### config.mk
export PLATFORM = sky130hd
export DESIGN_NAME = alu_operand_stage
export DESIGN_NICKNAME = d
export VERILOG_FILES = /design/src/rtl/rv_pkg.sv /design/src/rtl/fwd_mux.sv /design/src/rtl/alu_operand_stage.sv
export SDC_FILE = /design/constraint.sdc
export NUM_CORES = 1
export LEC_CHECK = 0
export ABC_AREA = 1
export CAP_MARGIN = 10
export CORE_ASPECT_RATIO = 1.1
export CORE_MARGIN = 3
export CORE_UTILIZATION = 40
export CTS_BUF_LIST = sky130_fd_sc_hd__clkbuf_4 sky130_fd_sc_hd__clkbuf_8
export DETAILED_ROUTE_END_ITERATION = 8
export PLACE_DENSITY_LB_ADDON = 0.05
export SETUP_SLACK_MARGIN = 0.02
export SLEW_MARGIN = 20
export SYNTH_ARGS = -nofsm -noshare
export SYNTH_HDL_FRONTEND = slang
export SYNTH_SLANG_ARGS = --single-unit
### constraint.sdc
create_clock -name clk -period 2.15 [get_ports clk]
set_clock_uncertainty 0.15 [all_clocks]
set_input_delay 0.43 -clock clk [delete_from_list [all_inputs] [get_ports clk]]
set_output_delay 0.43 -clock clk [all_outputs]
set_load 0.03 [all_outputs]
### src/rtl/rv_pkg.sv
// Shared constants and types for the ID/EX operand stage: datapath widths,
// ALU control codes and the layout of the held ID/EX instruction record.
package rv_pkg;

  localparam int XLEN       = 32;
  localparam int REG_ADDR_W = 5;
  localparam int ALU_CTRL_W = 5;

  localparam logic [ALU_CTRL_W-1:0] ALU_ADD  = 5'b00000;
  localparam logic [ALU_CTRL_W-1:0] ALU_SUB  = 5'b00001;
  localparam logic [ALU_CTRL_W-1:0] ALU_SLL  = 5'b00010;
  localparam logic [ALU_CTRL_W-1:0] ALU_SLT  = 5'b00011;
  localparam logic [ALU_CTRL_W-1:0] ALU_SLTU = 5'b00100;
  localparam logic [ALU_CTRL_W-1:0] ALU_XOR  = 5'b00101;
  localparam logic [ALU_CTRL_W-1:0] ALU_SRL  = 5'b00110;
  localparam logic [ALU_CTRL_W-1:0] ALU_SRA  = 5'b00111;
  localparam logic [ALU_CTRL_W-1:0] ALU_OR   = 5'b01000;
  localparam logic [ALU_CTRL_W-1:0] ALU_AND  = 5'b01001;

  typedef struct packed {
    logic [XLEN-1:0]       pc;
    logic [REG_ADDR_W-1:0] rs1;
    logic [REG_ADDR_W-1:0] rs2;
    logic [XLEN-1:0]       rs1_data;
    logic [XLEN-1:0]       rs2_data;
    logic [XLEN-1:0]       imm;
    logic                  sel_a_pc;
    logic                  sel_b_imm;
    logic [ALU_CTRL_W-1:0] alu_ctrl;
    logic [REG_ADDR_W-1:0] rd;
    logic                  reg_write;
    logic                  mem_read;
    logic                  mem_write;
  } idex_t;

endpackage

### src/rtl/fwd_mux.sv
// Operand forwarding for one source register: EX/MEM beats MEM/WB beats the
// held register-file value. Loads in EX/MEM have no result yet, so they never forward.
module fwd_mux #(
  parameter int XLEN       = 32,
  parameter int REG_ADDR_W = 5
) (
  input  logic [REG_ADDR_W-1:0] rs_i,
  input  logic [XLEN-1:0]       held_data_i,
  input  logic [REG_ADDR_W-1:0] exmem_rd_i,
  input  logic                  exmem_reg_write_i,
  input  logic                  exmem_mem_read_i,
  input  logic [XLEN-1:0]       exmem_result_i,
  input  logic [REG_ADDR_W-1:0] memwb_rd_i,
  input  logic                  memwb_reg_write_i,
  input  logic [XLEN-1:0]       memwb_result_i,
  output logic [XLEN-1:0]       fwd_data_o
);

  logic exmem_hit;
  logic memwb_hit;

  assign exmem_hit = exmem_reg_write_i && !exmem_mem_read_i &&
                     (exmem_rd_i != '0) && (exmem_rd_i == rs_i);
  assign memwb_hit = memwb_reg_write_i && (memwb_rd_i != '0) && (memwb_rd_i == rs_i);

  always_comb begin
    fwd_data_o = held_data_i;
    if (exmem_hit) begin
      fwd_data_o = exmem_result_i;
    end else if (memwb_hit) begin
      fwd_data_o = memwb_result_i;
    end
  end

endmodule

### src/rtl/alu_operand_stage.sv
// ID/EX register in front of the ALU: holds one decoded instruction behind a
// valid/ready handshake, forwards its operands and stalls decode on load-use.
module alu_operand_stage #(
  parameter int XLEN       = rv_pkg::XLEN,
  parameter int REG_ADDR_W = rv_pkg::REG_ADDR_W
) (
  input  logic                  clk,
  input  logic                  rst_n,
  input  logic                  flush,
  input  logic                  in_valid,
  output logic                  in_ready,
  input  logic [XLEN-1:0]       in_pc,
  input  logic [REG_ADDR_W-1:0] in_rs1,
  input  logic [REG_ADDR_W-1:0] in_rs2,
  input  logic                  in_use_rs1,
  input  logic                  in_use_rs2,
  input  logic [XLEN-1:0]       in_rs1_data,
  input  logic [XLEN-1:0]       in_rs2_data,
  input  logic [XLEN-1:0]       in_imm,
  input  logic                  in_sel_a_pc,
  input  logic                  in_sel_b_imm,
  input  logic [4:0]            in_alu_ctrl,
  input  logic [REG_ADDR_W-1:0] in_rd,
  input  logic                  in_reg_write,
  input  logic                  in_mem_read,
  input  logic                  in_mem_write,
  input  logic [REG_ADDR_W-1:0] exmem_rd,
  input  logic                  exmem_reg_write,
  input  logic                  exmem_mem_read,
  input  logic [XLEN-1:0]       exmem_result,
  input  logic [REG_ADDR_W-1:0] memwb_rd,
  input  logic                  memwb_reg_write,
  input  logic [XLEN-1:0]       memwb_result,
  output logic                  out_valid,
  input  logic                  out_ready,
  output logic [XLEN-1:0]       alu_a,
  output logic [XLEN-1:0]       alu_b,
  output logic [4:0]            alu_ctrl,
  output logic [XLEN-1:0]       store_data,
  output logic [XLEN-1:0]       out_pc,
  output logic [REG_ADDR_W-1:0] out_rd,
  output logic                  out_reg_write,
  output logic                  out_mem_read,
  output logic                  out_mem_write
);

  import rv_pkg::*;

  logic  valid_q, valid_d;
  idex_t held_q, held_d;

  logic load_use;
  logic fire_in;
  logic fire_out;
  logic refresh_rs1;
  logic refresh_rs2;

  assign load_use = in_valid && valid_q && held_q.mem_read && (held_q.rd != '0) &&
                    ((in_use_rs1 && (in_rs1 == held_q.rd)) ||
                     (in_use_rs2 && (in_rs2 == held_q.rd)));

  assign in_ready = (!valid_q || out_ready) && !load_use && !flush;
  assign fire_in  = in_valid && in_ready;
  assign fire_out = valid_q && out_ready;

  // A stalled instruction can outlive its producer's MEM/WB slot; capture the value as it retires.
  assign refresh_rs1 = memwb_reg_write && (memwb_rd != '0) && (memwb_rd == held_q.rs1);
  assign refresh_rs2 = memwb_reg_write && (memwb_rd != '0) && (memwb_rd == held_q.rs2);

  always_comb begin
    valid_d = valid_q;
    held_d  = held_q;
    if (flush) begin
      valid_d = 1'b0;
    end else if (fire_in) begin
      valid_d          = 1'b1;
      held_d.pc        = in_pc;
      held_d.rs1       = in_rs1;
      held_d.rs2       = in_rs2;
      held_d.rs1_data  = in_rs1_data;
      held_d.rs2_data  = in_rs2_data;
      held_d.imm       = in_imm;
      held_d.sel_a_pc  = in_sel_a_pc;
      held_d.sel_b_imm = in_sel_b_imm;
      held_d.alu_ctrl  = in_alu_ctrl;
      held_d.rd        = in_rd;
      held_d.reg_write = in_reg_write;
      held_d.mem_read  = in_mem_read;
      held_d.mem_write = in_mem_write;
    end else if (fire_out) begin
      valid_d = 1'b0;
    end else if (valid_q) begin
      if (refresh_rs1) held_d.rs1_data = memwb_result;
      if (refresh_rs2) held_d.rs2_data = memwb_result;
    end
  end

  always_ff @(posedge clk or negedge rst_n) begin
    if (!rst_n) begin
      valid_q <= 1'b0;
      held_q  <= '0;
    end else begin
      valid_q <= valid_d;
      held_q  <= held_d;
    end
  end

  logic [1:0][REG_ADDR_W-1:0] src_idx;
  logic [1:0][XLEN-1:0]       src_data;
  logic [1:0][XLEN-1:0]       fwd_data;

  assign src_idx[0]  = held_q.rs1;
  assign src_idx[1]  = held_q.rs2;
  assign src_data[0] = held_q.rs1_data;
  assign src_data[1] = held_q.rs2_data;

  for (genvar gi = 0; gi < 2; gi++) begin : g_fwd
    fwd_mux #(
      .XLEN       (XLEN),
      .REG_ADDR_W (REG_ADDR_W)
    ) u_fwd_mux (
      .rs_i              (src_idx[gi]),
      .held_data_i       (src_data[gi]),
      .exmem_rd_i        (exmem_rd),
      .exmem_reg_write_i (exmem_reg_write),
      .exmem_mem_read_i  (exmem_mem_read),
      .exmem_result_i    (exmem_result),
      .memwb_rd_i        (memwb_rd),
      .memwb_reg_write_i (memwb_reg_write),
      .memwb_result_i    (memwb_result),
      .fwd_data_o        (fwd_data[gi])
    );
  end

  assign out_valid     = valid_q;
  assign alu_a         = held_q.sel_a_pc  ? held_q.pc  : fwd_data[0];
  assign alu_b         = held_q.sel_b_imm ? held_q.imm : fwd_data[1];
  assign store_data    = fwd_data[1];
  assign alu_ctrl      = held_q.alu_ctrl;
  assign out_pc        = held_q.pc;
  assign out_rd        = held_q.rd;
  assign out_reg_write = held_q.reg_write;
  assign out_mem_read  = held_q.mem_read;
  assign out_mem_write = held_q.mem_write;

endmodule
==> run summary <==
Total die area: 27840 sq um
Ratio of cells with drive above 1 in the final layout: 0.2972
Via density: 5.376
CP Launch Type: flop
Clk Latency, worst-skew pair: 0.49 ns
Final Setup Violations: 98
Initial Utilization: 0.4084
Gate Count Post-Synth: 1562
DRT iter0 DRCs: 1224
Synth top area share: 0.3724
Largest area contributor in the netlist: dfrtp_1
Synth cell types: 24
Chip width: 159.4 um
Global route overflow: 0
Seq/Total Area, Yosys: 0.3724
Net Switching: 0.005620 W
Internal power: 0.007488 W
Nets: 2253
Pre-Repair DR Iteration Count: 5
Critical Path RT: 1.57 ns
Fin crit period: 2.973 ns
WS Path Type: flop to primary output
I/O pin count: 380
IO Port Bufs: 379
Outcome: finished, violations left
Cells after DPL: 2280
Antenna viol nets, final: 0
Residual DRC: 0
Final hold vios: 0
RSZ-0062 raised after global routing: yes
Largest net degree at the start of global routing: 66
Seq pwr share: 0.288
RePlAce Congestion: 0.8971
Failing checks: negative setup slack
Yosys warning count: 0
Root Driver: clkbuf_8
Non-filler cells in the finished layout: 2386
Worst-Margin Slew: 0.4890 ns
Routed len/inst: 21.00 um
Crit Path Max Fanout: 8
Clk pwr share: 0.196
Net Sw Frac: 0.4287
Met2 wire len: 23740 um
Die height: 174.7 um
Placed cell area: 15030 sq um
Max Slew Vio Count: 0
Synth area leaders: dfrtp_1, nand3_1, nand2_1, inv_1, nor2_1
Initial antenna violation count: 11
LEAKAGE: 9.081 nW
Final wirelength: 50100 um
H-tree depth: 4
Syn Nets: 1799
Final Cycle Share: 1.383
Slew margin rel.: 0.6740
Max VDD drop: 0.4045 mV
Fmax: 336.4 MHz
Clk buf depth: 2
Routed met3 length: 4536 um
Row cnt: 61
Crit end category: primary output
Core Area: 25340 sq um
Logic pwr share: 0.516
HP Class: input pin to asynchronous set/reset pin
#FFs+latches synth: 154
CTS Buf Count: 17
Max Cap Viol: 0
CTS clk-pin slew, worst paths: 0.11 ns
Post-detail-place hpwl: 32450 um
Post-route cell area: 18260 sq um
Clock sink total: 154
Uppermost layer routed: met5
Number of global-route vias before repair: 12210
Syn_area_per_cell: 6.624 sq um
Vias: 12830
Total Routing Usage GR: 0.3289
Fin worst setup slack: -0.8227 ns
PD cells: 717.8 nW/um^2
Routed length on met1: 19340 um
CTS tree: done
Synth Cell Area: 10350 sq um
Global-route wire length before repair: 70980 um
Crit path arrival time: 2.39 ns
Area growth syn-to-layout: 76.47%
## worst max-delay path: stages (launching register included)
cell and delay, ns:
dfrtp_1 0.42, xnor2_1 0.20, nand3_1 0.14, nor2_4 0.19, buf_12 0.14, buf_6 0.09, buf_12 0.14, buf_6 0.11
nand3_4 0.06, nand3_2 0.09, nand3_2 0.08, nand2_2 0.11, buf_12 0.13
## stage by stage
step	total power, W	hold slack (ns)	utilization	setup TNS (ns)	worst slack (ns)
finish	0.01311	0.2709	0.7206	-72.22	-0.8227
CTS	0.01259	0.2911	0.6769	-66.61	-0.7407
global placement	0.009197	0.2413	0.5932	-118.72	-1.134
global route	0.01365	0.2987	0.7205	-86.84	-0.9737
detailed placement	0.009248	0.2501	0.5932	-128.95	-1.163
floorplan	0.006762	-0.01559	-	0	0.02128
## state kept, by name, summed over array words and instances (netlist names)
register / count
alu_ctrl: 5
out_mem_write: 1
out_pc: 32
out_rd: 5
held_q: 108
out_mem_read: 1
out_reg_write: 1
out_valid: 1
## cell type report
class / instances / area (sq um)
clock inverter: 15 / 205.2
fill: 2033 / 7079
timing repair buffer: 580 / 6446
sequential: 154 / 3857
multi-input combinational: 1074 / 6347
antenna: 11 / 27.53
tap: 346 / 432.9
inverter: 189 / 709.4
clock buffer: 17 / 234.0
## synthesized netlist by cell type (all sizes together)
cell      n
inv     189
dfrtp   154
o21ai    83
nor3      2
a21oi     8
buf     105
xnor2    11
nand2   377
xor2      9
nand4    66
clkbuf   41
nand3   327
nand3b    1
nor2    157
and2     32
## repair_timing
item,CTS,global route
buffers inserted,24,16
hold buffers,1,0
cloned,11,15
hold endpoints to repair,35,0
endpoints found under the setup margin,136,147
gates resized for setup,356,165
pin swaps,61,56
## worst paths after layout
| check | cells after the start | from | slack, ns | end |
|---|---|---|---|---|
| max in group asynchronous | 3 | rst_n | 0.85 | held_q[67]$_DFFE_PN0P_ |
| hold reg to reg | 2 | held_q[21]$_DFFE_PN0P_ | 0.35 | held_q[21]$_DFFE_PN0P_ |
| setup reg to reg | 14 | held_q[118]$_DFFE_PN0P_ | -0.15 | held_q[89]$_DFFE_PN0P_ |
| min in group clk | 3 | in_alu_ctrl[4] | 0.33 | alu_ctrl[4]$_DFFE_PN0P_ |
| setup / recovery | 12 | held_q[118]$_DFFE_PN0P_ | -0.82 | alu_a[10] |
| hold / removal | 2 | rst_n | 0.27 | held_q[73]$_DFFE_PN0P_ |
## cells by family (layout without fill, tap and decap cells)
| family | Yosys count | in the layout | share of synthesized area |
|---|---|---|---|
| AOI/OAI and AO/OA | 91 | 91 | 0.04438 |
| xor gates and xnor gates | 20 | 20 | 0.01693 |
| and+or+nand+nor | 962 | 963 | 0.4155 |
| buffers and inverters | 335 | 801 | 0.1508 |
| other | 0 | 11 | 0 |
| DFF | 154 | 154 | 0.3724 |
## placed cells by master, fill, tap and decap left out, types with 8 or more instances in the layout
cell type,instances
xnor2_1,8
clkbuf_16,10
clkbuf_8,17
dfrtp_1,151
nand3_2,123
nor2_4,29
nor2_2,10
inv_1,183
buf_4,121
and2_4,19
clkdlybuf4s50_1,225
dlygate4sd2_1,49
buf_12,44
nand2_1,328
nand4_1,66
nand2_2,43
nor2_1,118
diode_2,11
o21ai_0,82
and2_1,13
buf_16,11
nand3_1,183
buf_6,107
nand3_4,21
## power groups by stage
| stage | Combinational [W] | Sequential (W) | Clock (W) |
|---|---|---|---|
| after floorplan | 0.00307 | 0.00369 | 0 |
| after global placement | 0.00544 | 0.00376 | 0 |
| after detailed placement | 0.00548 | 0.00376 | 0 |
| after CTS | 0.00630 | 0.00372 | 0.00258 |
| after global routing | 0.00711 | 0.00383 | 0.00270 |
| final | 0.00676 | 0.00378 | 0.00257 |
## layer usage
layer / vias up / GRT usage
met5: - / 0
met4: 4 / 0.1561
met3: 145 / 0.06852
met2: 709 / 0.5354
met1: 6077 / 0.4199
li1: 5891 / -
(Power assumes the default switching activity.)
==> RTL edit 1, RTL diff (config.mk and constraints unchanged) <==
`XLEN` is set to 32 in 2 places; all go to 16.
--- a/src/rtl/rv_pkg.sv
+++ b/src/rtl/rv_pkg.sv
@@ -3,5 +3,5 @@
 package rv_pkg;
 
-  localparam int XLEN       = 32;
+  localparam int XLEN       = 16;
   localparam int REG_ADDR_W = 5;
   localparam int ALU_CTRL_W = 5;
--- a/src/rtl/fwd_mux.sv
+++ b/src/rtl/fwd_mux.sv
@@ -2,5 +2,5 @@
 // held register-file value. Loads in EX/MEM have no result yet, so they never forward.
 module fwd_mux #(
-  parameter int XLEN       = 32,
+  parameter int XLEN       = 16,
   parameter int REG_ADDR_W = 5
 ) (
Ports: changed (10 resized); port bits go from 380 to 220. No check against the original RTL was run, so the function may have changed too.
==> RTL edit 1 against the original RTL <==
  * The flow still finishes with violations (negative setup slack)
  * Utilization up 4.9 points
  * Count of clock-buffer cells in the layout down 7
  * Worst setup slack better by 0.11 ns
  * Critical path depth down 3
  * Wire length down 45%
  * Critical path type unchanged
  * First-iteration DRC count down 59%
  * Synthesized area down 42%
  * Sequential cell count down 64
  * Critical endpoint is now alu_b[4]
  * Maximum frequency up 3.7%
  * Cell area down 39%
  * Total power down 43%
  * Largest power group unchanged
  * Combinational power down 41%
  * Highest routed layer is now met4
==> RTL edit 1: results (changes against the original RTL) <==
| Metric | Value |
|---|---|
| Status | `finished with violations` |
| Failing checks | `negative setup slack` |
| Worst reg2reg path depth | `13 (-1)` |
| Setup ws final | `-0.716 ns (+0.106 ns)` |
| Vias in the first global route | `7029 (-42%)` |
| Max VDD drop | `389 uV (-3.8%)` |
| Sequential cell area | `2250 sq um (-42%)` |
| Drt total wl | `27.6 mm (-45%)` |
| Hold Slack | `0.264 ns (-0.00732 ns)` |
| Antenna cell count | `0 (-11)` |
| Max reg flops | `60 (-44%)` |
| Final Setup Violations | `49 (-50%)` |
| Sequential-to-total area share from yosys stat | `37.5% (+0.26 points)` |
| All-Layer GR Usage | `29.9% (-3.0 points)` |
| IO Port Bufs | `219 (-42%)` |
| Synth top area cells | `dfrtp_1 (38%), nand2_1 (13%), nand3_1 (9.9%)` |
| Initial antenna violation count | `0 (-11)` |
| Setup slack, reg-to-reg | `0.09 ns (+0.24 ns)` |
| Via count | `7389 (-42%)` |
| Fillers | `975 (-52%)` |
| Post-DP HPWL | `17.5 mm (-46%)` |
| Worst reg2reg endpoint | `held_q[48]$_DFFE_PN0P_` |
| Layout cells sized above 1 | `37.1% (+7.4 points)` |
| Met3 Track Usage GR | `8.09% (+1.2 points)` |
| Routability congestion estimate | `0.916 (+2.1%)` |
| Syn_nets | `1007 (-44%)` |
| Max_slew headroom | `59.4% (-8.0 points)` |
| Leakage power | `5.29 nW (-42%)` |
| DR iter-0 viols | `505 (-59%)` |
| First-pass GRT wire length | `38.0 mm (-46%)` |
| H-tree Lvls | `3 (-1)` |
| Synth cell types | `30 (+25%)` |
## RTL edit 1: cell count changes after synthesis, sizes merged, moves of 16 or more
| cell | change |
|---|---|
| or2 | +16 |
| nor2 | -48 |
| nand2 | -160 |
| a31oi | +16 |
| and2 | -32 |
| o21ai | -32 |
| clkbuf | -19 |
| nand4 | -32 |
| inv | -97 |
| buf | -53 |
| nand3 | -207 |
| dfrtp | -64 |
## RTL edit 1: final cells by class
type	instances	area share [%]
clock buffer	10	1.17
sequential	90	20.1
timing repair buffer	358	34.9
inverter	94	3.15
multi-input combinational	609	38.0
clock inverter	5	0.581
tap	192	2.14
## RTL edit 1: repair_timing
action                     in CTS  in global routing
hold endpoints to repair        8                  0
cloned                          7                  4
gates resized for setup       217                142
pin swaps                      67                 75
hold buffers                    1                  0
setup endpoints to repair      50                 97
buffers inserted               15                 18
## RTL edit 1: metrics by stage
stage	cell area, sq um	cells	worst slack (ns)	TNS (ns)	utilization, %
after detailed placement	9050	1301	-0.785	-51.97	62.2
final	11200	1358	-0.716	-27.08	77.0
after global routing	11200	1358	-0.861	-31.37	77.0
after floorplan	6190	866	-0.0821	-0.727	-
after global placement	9050	1301	-0.744	-48.21	62.2
after CTS	10400	1337	-0.650	-27.01	71.7
## RTL edit 1: how the worst max path moves through the flow
stage	cells past startpoint	slack [ns]	from	to
after CTS	11	-0.65	held_q[64]$_DFFE_PN0P_	alu_b[2]
final	9	-0.72	held_q[65]$_DFFE_PN0P_	alu_b[4]
after detailed placement	11	-0.78	memwb_rd[1]	alu_a[1]
after global placement	11	-0.74	memwb_rd[2]	alu_a[1]
after floorplan	7	-0.08	exmem_rd[1]	store_data[0]
after global routing	9	-0.86	held_q[64]$_DFFE_PN0P_	alu_b[4]
## RTL edit 1: worst max-delay path, stage by stage (launching register included)
cell      delay (ns)
dfrtp_1         0.42
buf_6           0.13
xor2_1          0.13
nor2_1          0.17
nand3_4         0.14
buf_6           0.18
nor2_1          0.17
nand3b_1        0.30
nand2_1         0.11
buf_6           0.15
## RTL edit 1: logic make-up after synthesis
kind of cell | synth area share (%)
AO/OA/AOI/OAI | 7.08
XOR/XNOR | 2.92
buffers and inverters | 13.9
flip-flops | 37.5
AND/OR/NAND/NOR | 38.5
## RTL edit 1: layer usage
metal	vias up	wire length, um
li1	3372	-
met1	3428	9990
met2	453	13200
met3	136	2590
met4	0	1910
met5	-	0
## RTL edit 1: power by group
group,switching [mW],leakage [nW],internal (mW)
clock network,0.680,0.0939,0.555
registers,0.279,1.06,1.97
logic,2.18,4.14,1.84
total,3.14,5.29,4.36
==> RTL edit 2, RTL diff (same flow settings) <==
Made on the original files. Make the reset (`rst_n`) synchronous in one clocked block.
--- a/src/rtl/alu_operand_stage.sv
+++ b/src/rtl/alu_operand_stage.sv
@@ -96,5 +96,5 @@
   end
 
-  always_ff @(posedge clk or negedge rst_n) begin
+  always_ff @(posedge clk) begin
     if (!rst_n) begin
       valid_q <= 1'b0;
Function: changed (Yosys sat finds a counterexample within 4 cycles, from zero or initial values and one cycle with rst_n low; the reset may be asserted at any time).
==> RTL edit 2 against the original RTL <==
  * The flow still finishes with violations (negative setup slack)
  * Total power down 29%
  * Critical path type unchanged
  * Wire length decreased by 7.2%
  * Sequential cell count did not move
  * Cell area up 1.2%
  * Synthesized area fell by 2.8%
  * Worst setup slack worse by 0.031 ns
  * Maximum frequency fell by 1.0%
  * Non-clock buffer count fell by 14
==> RTL edit 2: results (changes against the original RTL) <==
| Metric | Value |
|---|---|
| Failing checks | `negative setup slack` |
| Critical path's slowest cell | `dfxtp_1` |
| Largest net degree at the start of global routing | `66 (unchanged)` |
| Routability congestion estimate | `0.898 (+0.12%)` |
| Top post-synthesis cells by count | `nand2_1 (361), o21ai_0 (217), inv_1 (196)` |
| Initial antenna violation count | `4 (-7)` |
| Reg with most FFs | `held_q` |
| DR iter-0 viols | `788 (-36%)` |
| Synth top area cells | `dfxtp_1 (31%), nand2_1 (13%), o21ai_0 (11%)` |
| Sum of negative setup slack | `-75.05 ns (-2.83 ns)` |
| Vias in the first global route | `12200 (+0.041%)` |
| Max VDD drop | `369 uV (-8.7%)` |
| Async SR Flop Fraction | `0% (-100 points)` |
| Yosys warns | `0 (unchanged)` |
| Synth cell types | `23 (-4.2%)` |
| Setup ws final | `-0.854 ns (-0.0308 ns)` |
| Via count | `12900 (+0.47%)` |
| Leakage power | `8.64 nW (-4.8%)` |
| Layout cells sized above 1 | `32.0% (+2.3 points)` |
| Sequential-to-total area share from yosys stat | `30.7% (-6.6 points)` |
| Worst skew pair latency | `0.48 ns` |
| Top fanout value on the critical path | `5 (-3)` |
| Post-DP HPWL | `30.4 mm (-6.5%)` |
| Hold-fix buffers, CTS | `0 (-1)` |
| WL/cell | `19.3 um (-7.8%)` |
| Final Setup Violations | `111 (+13%)` |
| Max_slew headroom | `67.2% (-0.17 points)` |
| Worst hold path class | `input pin to flip-flop` |
| Worst reg2reg path depth | `15 (+1)` |
| Placed cell count | `2319 (+1.7%)` |
| Status | `finished with violations` |
| Avg Inst Size Synth | `6.07 sq um (-8.3%)` |
| All-Layer GR Usage | `30.6% (-2.3 points)` |
| CP max stage delay | `0.38 ns (-0.04 ns)` |
| Syn_nets | `1893 (+5.2%)` |
| Primary FF master, synth | `dfxtp_1` |
| Drt total wl | `46.5 mm (-7.2%)` |
| CP arrival | `2.42 ns (+0.03 ns)` |
| IO Port Bufs | `379 (unchanged)` |
| DR pass1 iterations | `5 (unchanged)` |
| First-pass GRT wire length | `65.1 mm (-8.2%)` |
[RTL edit 2: cell types whose count changed after synthesis, moves of 20 or more]
cell,unedited run,this run
nor2_1,154,178
dfxtp_1,0,154
dfrtp_1,154,0
o21ai_0,82,217
or2_2,0,32
nand3_1,326,100
o22ai_1,0,32
clkbuf_1,41,61
a21oi_1,8,90
[RTL edit 2: cells by family after synthesis]
kind of cell	count (synthesis)	share of synthesized area, %
simple gates	778	33.8
compound gates	339	17.3
buf+inv	365	16.6
xor+xnor	20	1.74
flops	154	30.7
[RTL edit 2: cell type report]
type	count	area, sq um
multi-input combinational	1137	7300
timing repair buffer	566	6440
fill	1851	6140
sequential	154	3110
inverter	201	766
tap	310	388
clock buffer	18	248
clock inverter	13	216
antenna	3	7.51
[RTL edit 2: timing repair]
item,4_1_cts,5_1_grt
pin swaps,30,75
setup buffers,17,24
resized for setup,443,335
cloned,8,11
setup endpoints to repair,108,175
[RTL edit 2: path summary, 6_finish.rpt]
check	to	slack [ns]	startpoint
max	store_data[14]	-0.85	held_q[114]$_SDFFE_PN0P_
min reg2reg	out_mem_write$_SDFFE_PN0P_	0.30	out_mem_write$_SDFFE_PN0P_
min	held_q[118]$_SDFFE_PN0P_	0.14	in_rs1[2]
max reg2reg	held_q[58]$_SDFFE_PN0P_	-0.22	held_q[113]$_SDFFE_PN0P_
[RTL edit 2: worst max-delay path: cells and delay by family (launching register included)]
kind | cells | cell delay (ns)
buf+inv | 4 | 0.56
xor+xnor | 1 | 0.20
flops | 1 | 0.38
simple gates | 4 | 0.80
[RTL edit 2: metrics by stage]
step / worst slack, ns / utilization [%] / instance area [sq um] / power (mW)
CTS: -0.799 / 68.6 / 16900 / 9.12
global route: -0.949 / 75.0 / 18500 / 9.73
floorplan: -0.0411 / - / 10700 / 4.88
detailed placement: -1.32 / 62.3 / 15300 / 6.25
finish: -0.854 / 75.1 / 18500 / 9.35
global placement: -1.23 / 62.3 / 15300 / 6.22
[RTL edit 2: report_power, final]
group          switching, mW  internal [mW]  leakage, nW  total (mW)
registers              0.121           3.04         1.27        3.16
clock network           1.26           1.42        0.222        2.68
logic                   1.86           1.65         7.15        3.51
[RTL edit 2: routing by layer]
metal | GRT usage (%) | wire length (um) | up-vias | part of all wire [%]
li1 | - | - | 6134 | -
met1 | 37.6 | 17700 | 6010 | 38
met2 | 52.9 | 23100 | 595 | 50
met3 | 5.73 | 3560 | 143 | 7.7
met4 | 12.3 | 2110 | 4 | 4.5
met5 | 0 | 27 | - | 0.058
